$ cat config.mk
export PLATFORM = sky130hd
export DESIGN_NAME = mmio_bus
export DESIGN_NICKNAME = d
export VERILOG_FILES = /design/src/rtl/mmio_bus_pkg.sv /design/src/rtl/mmio_dev_in.sv /design/src/rtl/mmio_bus.sv
export SDC_FILE = /design/constraint.sdc
export NUM_CORES = 1
export LEC_CHECK = 0
export ABC_AREA = 1
export CAP_MARGIN = 20
export CORE_ASPECT_RATIO = 1.75
export CORE_MARGIN = 2
export CORE_UTILIZATION = 40
export DETAILED_ROUTE_END_ITERATION = 16
export HOLD_SLACK_MARGIN = 0.05
export PLACE_DENSITY_LB_ADDON = 0.08
export SYNTH_ARGS = -nofsm -noshare
export SYNTH_HDL_FRONTEND = slang
export SYNTH_SLANG_ARGS = --single-unit
$ cat constraint.sdc
create_clock -name clk -period 6.4 [get_ports clk]
set_clock_uncertainty 0.15 [all_clocks]
set_input_delay 0.96 -clock clk [delete_from_list [all_inputs] [get_ports clk]]
set_output_delay 0.96 -clock clk [all_outputs]
set_load 0.01 [all_outputs]
$ cat src/rtl/mmio_bus_pkg.sv
// Shared types and address-map defaults for the memory-mapped bus.
package mmio_bus_pkg;

  typedef enum logic [1:0] {REG_IROM, REG_DRAM, REG_DEV, REG_NONE} region_e;

  // Device registers are word-spaced; byte offset >> WORD_SHIFT gives the slot.
  localparam int WORD_SHIFT = 2;

  localparam int DEF_ADDR_WIDTH = 16;
  localparam int DEF_DATA_WIDTH = 32;
  localparam int DEF_IROM_BYTES = 4096;
  localparam int DEF_DRAM_BYTES = 4096;
  localparam int DEF_DEV_BASE   = 8192;
  localparam int DEF_N_OUT      = 2;
  localparam int DEF_N_IN       = 1;

  function automatic region_e decode(input logic [31:0] a, input int irom_bytes,
                                     input int dram_bytes, input int dev_base);
    if (a < 32'(irom_bytes))              return REG_IROM;
    if (a < 32'(irom_bytes + dram_bytes)) return REG_DRAM;
    if (a >= 32'(dev_base))               return REG_DEV;
    return REG_NONE;
  endfunction

  function automatic logic [31:0] dev_word(input logic [31:0] a, input int dev_base);
    return (a - 32'(dev_base)) >> WORD_SHIFT;
  endfunction

endpackage

$ cat src/rtl/mmio_dev_in.sv
// One device input channel: 2-flop synchroniser, rising-edge detect, sticky capture.
module mmio_dev_in #(
  parameter int DATA_WIDTH = 32
) (
  input  logic                  clk,
  input  logic                  rst,
  input  logic [DATA_WIDTH-1:0] in_i,
  input  logic [DATA_WIDTH-1:0] clr_i,
  output logic [DATA_WIDTH-1:0] sync_o,
  output logic [DATA_WIDTH-1:0] cap_o
);

  logic [DATA_WIDTH-1:0] meta_q, sync_q, prev_q, cap_q, cap_d;

  // An edge seen in the same cycle as a clearing read survives the clear.
  assign cap_d = (cap_q & ~clr_i) | (sync_q & ~prev_q);

  always_ff @(posedge clk) begin
    if (rst) begin
      meta_q <= '0;
      sync_q <= '0;
      prev_q <= '0;
      cap_q  <= '0;
    end else begin
      meta_q <= in_i;
      sync_q <= meta_q;
      prev_q <= sync_q;
      cap_q  <= cap_d;
    end
  end

  assign sync_o = sync_q;
  assign cap_o  = cap_q;

endmodule

$ cat src/rtl/mmio_bus.sv
// Fetch/data bus onto shared IROM, DRAM and a device register bank.
// Define MMIO_BUS_ERR_EN for the bus-error pulse and latched error-address register.
module mmio_bus
  import mmio_bus_pkg::*;
#(
  parameter int ADDR_WIDTH = DEF_ADDR_WIDTH,
  parameter int DATA_WIDTH = DEF_DATA_WIDTH,
  parameter int IROM_BYTES = DEF_IROM_BYTES,
  parameter int DRAM_BYTES = DEF_DRAM_BYTES,
  parameter int DEV_BASE   = DEF_DEV_BASE,
  parameter int N_OUT      = DEF_N_OUT,
  parameter int N_IN       = DEF_N_IN
) (
  input  logic                           clk,
  input  logic                           rst,
  input  logic                           if_req_i,
  input  logic [ADDR_WIDTH-1:0]          if_addr_i,
  output logic                           if_stall_o,
  output logic                           if_rvalid_o,
  output logic [DATA_WIDTH-1:0]          if_rdata_o,
  input  logic                           d_req_i,
  input  logic                           d_we_i,
  input  logic [ADDR_WIDTH-1:0]          d_addr_i,
  input  logic [DATA_WIDTH-1:0]          d_wdata_i,
  input  logic [DATA_WIDTH/8-1:0]        d_wstrb_i,
  output logic                           d_rvalid_o,
  output logic [DATA_WIDTH-1:0]          d_rdata_o,
  output logic [ADDR_WIDTH-1:0]          irom_addr_o,
  input  logic [DATA_WIDTH-1:0]          irom_rdata_i,
  output logic [DATA_WIDTH/8-1:0]        dram_we_o,
  output logic [ADDR_WIDTH-1:0]          dram_addr_o,
  output logic [DATA_WIDTH-1:0]          dram_wdata_o,
  input  logic [DATA_WIDTH-1:0]          dram_rdata_i,
  output logic [N_OUT*DATA_WIDTH-1:0]    dev_out_o,
  input  logic [N_IN*DATA_WIDTH-1:0]     dev_in_i,
  output logic                           err_o
);

  localparam int SW      = DATA_WIDTH / 8;
  localparam int IDX_IN  = N_OUT;
  localparam int IDX_CAP = N_OUT + N_IN;
  localparam int IDX_ERR = N_OUT + 2 * N_IN;
`ifdef MMIO_BUS_ERR_EN
  localparam int N_SLOTS = IDX_ERR + 1;
`else
  localparam int N_SLOTS = IDX_ERR;
`endif

  // ---------------- decode ----------------
  logic [31:0] d_a, w;
  region_e     d_reg, src_d, src_q;
  logic        d_rd, d_wr, d_irom, dev_hit, unmapped;

  assign d_a      = 32'(d_addr_i);
  assign d_reg    = decode(d_a, IROM_BYTES, DRAM_BYTES, DEV_BASE);
  assign w        = dev_word(d_a, DEV_BASE);
  assign d_rd     = d_req_i & ~d_we_i;
  assign d_wr     = d_req_i & d_we_i;
  assign dev_hit  = (d_reg == REG_DEV) && (w < 32'(N_SLOTS));
  assign unmapped = (d_reg == REG_NONE) || ((d_reg == REG_DEV) && !dev_hit);
  assign src_d    = unmapped ? REG_NONE : d_reg;

  // ---------------- IROM arbitration and DRAM ----------------
  assign d_irom       = d_req_i && (d_reg == REG_IROM);
  assign if_stall_o   = if_req_i & d_irom;
  assign irom_addr_o  = d_irom ? d_addr_i : if_addr_i;

  assign dram_addr_o  = d_addr_i;
  assign dram_wdata_o = d_wdata_i;
  assign dram_we_o    = (d_wr && (d_reg == REG_DRAM)) ? d_wstrb_i : '0;

  // ---------------- device inputs ----------------
  logic [N_IN-1:0][DATA_WIDTH-1:0] din, sync, cap, clr;
  assign din = dev_in_i;

  for (genvar j = 0; j < N_IN; j++) begin : g_in
    assign clr[j] = (d_rd && dev_hit && (w == 32'(IDX_CAP + j))) ? cap[j] : '0;
    mmio_dev_in #(.DATA_WIDTH(DATA_WIDTH)) u_in (
      .clk    (clk),
      .rst    (rst),
      .in_i   (din[j]),
      .clr_i  (clr[j]),
      .sync_o (sync[j]),
      .cap_o  (cap[j])
    );
  end

  // ---------------- output registers ----------------
  logic [N_OUT-1:0][DATA_WIDTH-1:0] out_q, out_d;

  always_comb begin
    out_d = out_q;
    for (int k = 0; k < N_OUT; k++) begin
      if (d_wr && dev_hit && (w == 32'(k))) begin
        for (int b = 0; b < SW; b++)
          if (d_wstrb_i[b]) out_d[k][b*8 +: 8] = d_wdata_i[b*8 +: 8];
      end
    end
  end

  always_ff @(posedge clk) begin
    if (rst) out_q <= '0;
    else     out_q <= out_d;
  end

  assign dev_out_o = out_q;

  // ---------------- error reporting ----------------
`ifdef MMIO_BUS_ERR_EN
  logic                  err_q, bad, err_clr;
  logic [ADDR_WIDTH-1:0] err_addr_q;

  assign bad     = d_req_i && (unmapped || (d_we_i && (d_reg == REG_IROM)));
  assign err_clr = d_rd && dev_hit && (w == 32'(IDX_ERR));

  // A fresh error takes priority over a clearing read of the register.
  always_ff @(posedge clk) begin
    if (rst) begin
      err_q      <= 1'b0;
      err_addr_q <= '0;
    end else begin
      err_q <= bad;
      if (bad)          err_addr_q <= d_addr_i;
      else if (err_clr) err_addr_q <= '0;
    end
  end

  assign err_o = err_q & ~rst;
`else
  assign err_o = 1'b0;
`endif

  // ---------------- device read mux ----------------
  logic [DATA_WIDTH-1:0] dev_rdata, dev_rdata_q;

  always_comb begin
    dev_rdata = '0;
    for (int k = 0; k < N_OUT; k++)
      if (w == 32'(k)) dev_rdata = out_q[k];
    for (int j = 0; j < N_IN; j++) begin
      if (w == 32'(IDX_IN + j))  dev_rdata = sync[j];
      if (w == 32'(IDX_CAP + j)) dev_rdata = cap[j];
    end
`ifdef MMIO_BUS_ERR_EN
    if (w == 32'(IDX_ERR)) dev_rdata = DATA_WIDTH'(err_addr_q);
`endif
  end

  // ---------------- response stage ----------------
  logic d_rvalid_q, if_rvalid_q;

  always_ff @(posedge clk) begin
    if (rst) begin
      d_rvalid_q  <= 1'b0;
      if_rvalid_q <= 1'b0;
      src_q       <= REG_NONE;
      dev_rdata_q <= '0;
    end else begin
      d_rvalid_q  <= d_rd;
      if_rvalid_q <= if_req_i & ~if_stall_o;
      if (d_rd) begin
        src_q       <= src_d;
        dev_rdata_q <= dev_rdata;
      end
    end
  end

  // Reset kills an in-flight response in the very cycle it is asserted.
  assign d_rvalid_o  = d_rvalid_q & ~rst;
  assign if_rvalid_o = if_rvalid_q & ~rst;
  assign if_rdata_o  = if_rvalid_o ? irom_rdata_i : '0;

  always_comb begin
    d_rdata_o = '0;
    if (d_rvalid_o) begin
      case (src_q)
        REG_IROM: d_rdata_o = irom_rdata_i;
        REG_DRAM: d_rdata_o = dram_rdata_i;
        REG_DEV:  d_rdata_o = dev_rdata_q;
        default:  d_rdata_o = '0;
      endcase
    end
  end

endmodule
==> results.cfg <==
[finish]
final_core_util_pct = 57.2
final_common_cell = nand2_1
syn_to_final_growth_pct = 42.0
final_cells = 2243
fin_nets = 2083
diodes = 0
drive_gt1_share_pct = 3.43
fillCellCount = 2519
stdcell_area_sq_mm = 0.0147
layout_common_cells = nand2_1 (437), clkdlybuf4s50_1 (366), nor2_1 (307)

[critical_path]
r2r_setup_slack_ns = 5.22
r2r_start = dev_out_o[46]
cp-start-kind = input pin
crit_start = d_addr_i[13]
cp_max_fo = 28
end_kind = output pin
worstPathArrival_ns = 3.77
reg2reg_depth = 4
r2r-end = dev_rdata_q[14]
critPathCapture = irom_addr_o[4]
critical_path_class = input pin to output pin
cp.required_ns = 5.29

[sta]
max_freq_ghz = 0.205
post-route-period-util_pct = 76.3
slew_viol_final = 0
relSlewSlack_pct = 25.8
finalSetupViolCount = 0
worst_slew_pin_slew_ns = 1.11
grt_setup_unrepaired = false
fin_ws_ns = 1.52
fin_tns_setup_ns = 0
min_period_ns = 4.88
hold_viol = 0

[yosys]
yosys_warnings = 0
syn_avg_cell_area_sq_um = 6.40
ys_types = 23
synth_seq_cells = 228
synth_area_sq_mm = 0.0104
syn_nets = 1796
yosysSeqAreaShare_pct = 43.9
synthCells = 1624

[clocking]
cts_htree_levels = 1
cts_max_path_buffers = 3
worst_skew_pair.late_latency_ns = 0.50
clock-sinks = 228
cts_tree = built
clk_pin_slew_ns = 0.06
cts_hold_buf = 0
clock-root-buffer = clkbuf_16
cts-resized-gates = 0
cts_made_buffers = 22
postCtsSetupRepairBufs = 0

[global_route]
grt_start_max_net_pins = 110
grt-ovfl-total = 0
grt_first_pass_wirelength_mm = 51.8
grt_pass1_vias = 9374
antenna_found_initial = 0
track_usage_pct = 23.9

[placed_design]
post_dp_cell_area_sq_mm = 0.0139
dp_hpwl_mm = 26.0
globalplace.congestion = 0.920
dpl_worst_slack_ns = 1.54
dp_cells = 2204
io_buffers = 367

[hold_path]
hp-class = flip-flop to flip-flop
holdCritStartpoint = g_in[0].u_in.meta_q[0]
hold_path_depth = 2

[floorplanning]
fp.dieH_um = 217
core-area_sq_mm = 0.0258
initial_utilization_pct = 40.3
die_area_sq_mm = 0.0273
ios = 369
rows = 78
die_w_um = 126

[power]
power_density_mw_per_mm2 = 213
p_leak_nw = 7.11
peakVddDrop_mv = 0.208

[drt]
vias = 10300
wl_per_cell_um = 15.1
drtIter0Drc = 512
first_pass_iters = 5
ant_nets = 0
avgViaCountPerCell = 4.59
routed_wl_mm = 33.9
route.detailed.drc = 0

[flow_run]
max-cap-violations = 0

[status]
status = completed
worst max-delay path: stages:
cell and delay (ns):
clkdlybuf4s50_1 0.52, inv_1 0.09, ha_1 0.23, ha_1 0.21, inv_1 0.07, nand2_1 0.06
inv_1 0.07, nor2_1 0.04, nand2_1 0.60, inv_1 0.27, nand2_1 0.12, nand2_1 0.06
clkdlybuf4s50_1 0.47
metrics by stage:
step / power, mW / hold slack [ns]
after floorplan: 1.63 / 0.238
after global placement: 1.82 / 0.239
after detailed placement: 1.82 / 0.243
after CTS: 3.17 / 0.243
after global routing: 3.25 / 0.262
final: 3.13 / 0.240
cell families (layout without fill, tap and decap cells):
| kind of cell | count (synthesis) | after routing | share of synthesized area, % |
|---|---|---|---|
| and+or+nand+nor | 936 | 936 | 36.5 |
| other | 1 | 1 | 0.0361 |
| AOI/OAI and AO/OA | 58 | 58 | 2.83 |
| DFF | 228 | 228 | 43.9 |
| adders and majority gates | 3 | 3 | 0.361 |
| buffers and inverters | 398 | 697 | 16.4 |
cells in the mapped netlist (all sizes together):
cell type	count	area share (%)
dfxtp	228	44
nand2	437	16
nand3b	1	0.072
clkbuf	52	1.9
nand4	15	0.90
buf	71	4.5
o21ai	43	2.1
and2	1	0.072
a32oi	1	0.084
nor3	2	0.20
inv	274	9.9
clkinv	1	0.036
nor2	316	11
a21oi	14	0.67
conb	1	0.036
nand3	164	8.0
ha	3	0.36
worst min-delay path by stage:
stage	endpoint
2_1_floorplan	g_in[0].u_in.sync_o[0]
3_3_place_gp	g_in[0].u_in.sync_o[2]
3_5_place_dp	g_in[0].u_in.sync_o[21]
4_1_cts	g_in[0].u_in.sync_o[0]
5_1_grt	g_in[0].u_in.sync_o[21]
6_report	g_in[0].u_in.sync_o[0]
power breakdown:
group          internal (mW)  total, mW  switching, mW  leakage [nW]
Clock                  0.811       1.34          0.530         0.367
Sequential              1.46       1.47         0.0135          1.86
Combinational          0.174      0.324          0.149          4.89
Total                   2.44       3.13          0.693          7.11
final cells by class:
| cell class | instances | area, sq um | share of cell area, % |
|---|---|---|---|
| clock buffer | 30 | 632 | 4.29 |
| clock inverter | 6 | 116 | 0.789 |
| inverter | 275 | 1030 | 7.01 |
| multi-input combinational | 998 | 4150 | 28.1 |
| sequential | 228 | 4560 | 31.0 |
| tap | 320 | 400 | 2.72 |
| timing repair buffer | 386 | 3850 | 26.1 |
layer usage:
metal	share of wire [%]	vias up	GRT usage, %
met4	2.1	0	6.08
met5	0	-	0
met3	5.7	45	2.65
met1	42	4557	30.4
li1	-	5354	-
met2	50	343	42.8
registers in the layout, indices dropped and copies added, names as in the netlist, 2 cells and up:
register,count
dev_out_o,64
dev_rdata_q,32
g_in.u_in.cap_o,32
g_in.u_in.meta_q,32
g_in.u_in.prev_q,32
g_in.u_in.sync_o,32
src_q,2
Note: power is estimated with default switching activity, not from simulation.
==> edit 1 (same flow settings) <==
The option `MMIO_BUS_ERR_EN` is turned on by a define.
--- a/src/rtl/mmio_bus.sv
+++ b/src/rtl/mmio_bus.sv
@@ -2,2 +2,4 @@
 // Define MMIO_BUS_ERR_EN for the bus-error pulse and latched error-address register.
+`define MMIO_BUS_ERR_EN
+
 module mmio_bus
Check against the original RTL: not equivalent (Yosys sat finds a counterexample within 4 cycles, from zero or initial values and one cycle with rst high).
==> edit 1 against the unedited design <==
  * Sequential cell count up 17
  * Area after synthesis grew 14%
  * Register-to-register slack worse by 220 ps
  * Final area is 9.7% higher
  * Sequential power up 8%
  * Global-route usage increased by 0.53 points
  * Worst hold slack better by 12 ps
  * Total power rose by 9.3%
  * Die area is 13% higher
  * Maximum frequency rose by 4.0%
  * Setup slack better by 190 ps
  * Wire length increased by 15%
  * Highest routed layer unchanged
==> edit 1: results (changes against the unedited design) <==
metric;value;unit;change
Routed Wire Length;39.0;mm;+15%
clock latency on the worst-skew pair;520;ps;+20 ps
leakage;7.54;nW;+6.1%
Worst path slowest cell;clkdlybuf4s50_1;;
Critical R2R Capture;dev_rdata_q[5]$_SDFFE_PP0P_;;
Seq/Total Area, Yosys;0.415;;-0.0245
Post-DP Area;15300;um^2;+9.8%
Netlist cell types;32;;+39%
Worst EP arrival;3590;ps;-180 ps
Mapped Cells;1803;;+11%
Vias;11500;;+12%
Fin Hold WS;252;ps;+12.5 ps
IO Port Bufs;368;;+0.27%
largest net degree at the start of global routing;105;;-4.5%
outcome;completed;;
R2R cell count;6;;+2
Max IR drop VDD;0.176;mV;-15%
headroom to the max-slew limit;0.306;;+0.0482
worst hold start;g_in[0].u_in.meta_q[15]$_SDFF_PP0_;;
DRT iter0 DRCs;511;;-0.20%
Synth top cells by count;nand2_1, nor2_1, inv_1, dfxtp_1, nand3_1;;
Inserted Clock Buffers;24;;+9.1%
Synth area leaders;dfxtp_1, nand2_1, nor2_1, inv_1, nand3_1;;
flop2flop setup slack;5000;ps;-220 ps
total track usage;0.244;;+0.00533
Post-Place Cells;2422;;+9.9%
critical path fanouts, max;22;;-21%
post-DR wirelength/cell;15.8;um;+4.4%
vias in the first global route;11000;;+17%
first-pass GRT wire length;59.3;mm;+14%
CP peak stage delay;570;ps;-30 ps
dpl ws;1710;ps;+167 ps
layout cells sized above 1;0.0427;;+0.00834
-- edit 1: worst max path at each step --
stage | from | to
2_1_floorplan | d_addr_i[13] | irom_addr_o[12]
3_3_place_gp | d_addr_i[13] | irom_addr_o[13]
3_5_place_dp | d_addr_i[14] | irom_addr_o[12]
4_1_cts | d_addr_i[14] | irom_addr_o[12]
5_1_grt | d_addr_i[14] | irom_addr_o[2]
6_report | d_addr_i[13] | irom_addr_o[12]
-- edit 1: area by class of cell --
class                   instances  area, um^2
clock buffers                  34         708
clock inverters                10         118
fillers                      2944       13000
inverters                     285        1070
multi-input cells            1131        5050
flip-flops and latches        245        4900
well taps                     382         478
repair buffers                381        3830
-- edit 1: per-layer routing --
layer	GRT usage	vias up	routed length, um
met5	0	-	0
met4	0.0951	0	1430
met3	0.0245	55	1530
met2	0.496	267	22300
met1	0.247	5235	13700
li1	-	5973	-
-- edit 1: worst min-delay path, stage by stage (launching register included) --
cell and delay [ps]:
dfxtp_1 290, inv_1 40, nor2_1 30
-- edit 1: cells by family after synthesis --
group | share of synthesized area
AND/OR/NAND/NOR | 0.362
buffers and inverters | 0.159
flip-flops | 0.415
AO/OA/AOI/OAI | 0.0615
adder cells (fa/ha/maj) | 0.00318
-- edit 1: power breakdown --
part           internal [mW]  switching, mW
logic                  0.187          0.188
clock network          0.856          0.603
registers               1.57         0.0211
total                   2.62          0.811
==> edit 2 (same flow settings) <==
Without the edit above. Encoding of `region_e`: now one-hot (4 bits for 4 values).
--- a/src/rtl/mmio_bus_pkg.sv
+++ b/src/rtl/mmio_bus_pkg.sv
@@ -3,3 +3,3 @@
 
-  typedef enum logic [1:0] {REG_IROM, REG_DRAM, REG_DEV, REG_NONE} region_e;
+  typedef enum logic [3:0] {REG_IROM = 4'b0001, REG_DRAM = 4'b0010, REG_DEV = 4'b0100, REG_NONE = 4'b1000} region_e;
 
Function: no difference found for any inputs over 4 cycles, from zero or initial values and one cycle with rst high; so few cycles prove little.
==> edit 2 against the unedited design <==
  * Count of clock-buffer cells in the layout unchanged
  * Sequential cell count increased by 2
  * Area after synthesis increased by 1.9%
  * Combinational power down 2%
  * Final area decreased by 0.64%
  * First-iteration DRC count up 16%
  * Total power is 3.9% lower
  * Global-route usage decreased by 1.9 points
  * Setup slack improved by 470 ps
  * Clock power shrank 9.7%
  * Register-to-register slack gained 100 ps
  * Wire length is 6.4% lower
==> edit 2: results (changes against the unedited design) <==
metric;value;unit;change
Critical R2R Capture;dev_rdata_q[20]$_SDFFE_PP0P_;;
Synth area leaders;dfxtp_1, inv_1, nor2_1, nand2_1, nand3_1;;
nets;1945;;-6.6%
CP peak stage delay;570;ps;-30 ps
largest net degree at the start of global routing;90;;-18%
Post-Place Cells;2071;;-6.0%
Post-DP Area;14000;um^2;+0.22%
DP HPWL;23.2;mm;-11%
adder-cell share of the synthesized area;0.00236;;-0.00125
DRT iter0 DRCs;595;;+16%
Compound-Gate Fraction of Synth Area;0.103;;+0.0749
DRT Pass-1 Iters;4;;-1
final instance count without filler cells;2105;;-6.2%
worst hold start;g_in[0].u_in.meta_q[20]$_SDFF_PP0_;;
reg2reg start;g_in[0].u_in.sync_o[20]$_SDFF_PP0_;;
total track usage;0.220;;-0.0187
first-pass GRT wire length;50.0;mm;-3.6%
Worst path slowest cell;clkdlybuf4s50_1;;
mux cell area share after synthesis;0.00851;;+0.00851
layout cells sized above 1;0.0459;;+0.0116
Max IR drop VDD;0.138;mV;-34%
number of fill cells in the layout;2543;;+0.95%
flop2flop setup slack;5320;ps;+100 ps
leakage;6.19;nW;-13%
vias in the first global route;9489;;+1.2%
Worst Setup SP;d_addr_i[12];;
Synth top cells by count;inv_1, nor2_1, dfxtp_1, nand2_1, nand3_1;;
Placer Congestion;0.802;;-13%
Netlist cell types;33;;+43%
critical path fanouts, max;22;;-21%
Routed Wire Length;31.7;mm;-6.4%
hold endpoint;g_in[0].u_in.sync_o[20]$_SDFF_PP0_;;
outcome;completed;;
headroom to the max-slew limit;0.305;;+0.0474
Vias;9982;;-3.1%
Post-CTS Resized;0;;unchanged
Worst EP arrival;3310;ps;-460 ps
syn_nets;1682;;-6.3%
Seq/Total Area, Yosys;0.435;;-0.00453
-- edit 2: how the worst max path moves through the flow --
stage                            endpoint  slack, ps  cells past startpoint
after floorplan            irom_addr_o[4]       3390                      6
final                      irom_addr_o[0]       1980                      7
after global placement     irom_addr_o[5]       2060                      7
after CTS                  irom_addr_o[0]       1990                      7
after detailed placement   irom_addr_o[0]       2000                      7
after global routing      irom_addr_o[10]       1730                      7
-- edit 2: area by class of cell --
cell class	count	share of cell area
Clock buffer	30	0.0423
Sequential cell	230	0.314
Timing Repair Buffer	376	0.258
Tap cell	320	0.0273
Inverter	289	0.0742
Multi-Input combinational cell	857	0.281
Clock inverter	3	0.00273
-- edit 2: per-stage QoR --
step	utilization	worst slack (ps)	hold slack [ps]
CTS	0.563	1990	249
global route	0.564	1730	273
global placement	0.537	2060	243
detailed placement	0.538	2000	243
floorplan	-	3390	238
finish	0.564	1980	247
-- edit 2: where the power goes --
part | internal [mW] | switching, mW
combinational | 0.173 | 0.145
clock | 0.706 | 0.507
sequential | 1.47 | 0.0155
-- edit 2: metal layers --
layer,GRT usage,part of all wire,wire length (um)
met1,0.270,0.43,13500
met2,0.397,0.50,15700
met3,0.0314,0.052,1640
met4,0.0652,0.027,853
met5,0,0,0
-- edit 2: logic make-up (layout without fill, tap and decap cells) --
kind of cell,count (synthesis),in the layout
compound gates,201,201
other cells,1,1
flops,230,230
mux,8,8
fa+ha+maj,2,2
simple gates,645,645
buf+inv,424,698
-- edit 2: tightest hold or removal path, stage by stage (launching register included) --
cell,delay [ps]
dfxtp_1,290
inv_1,40
nor2_1,30
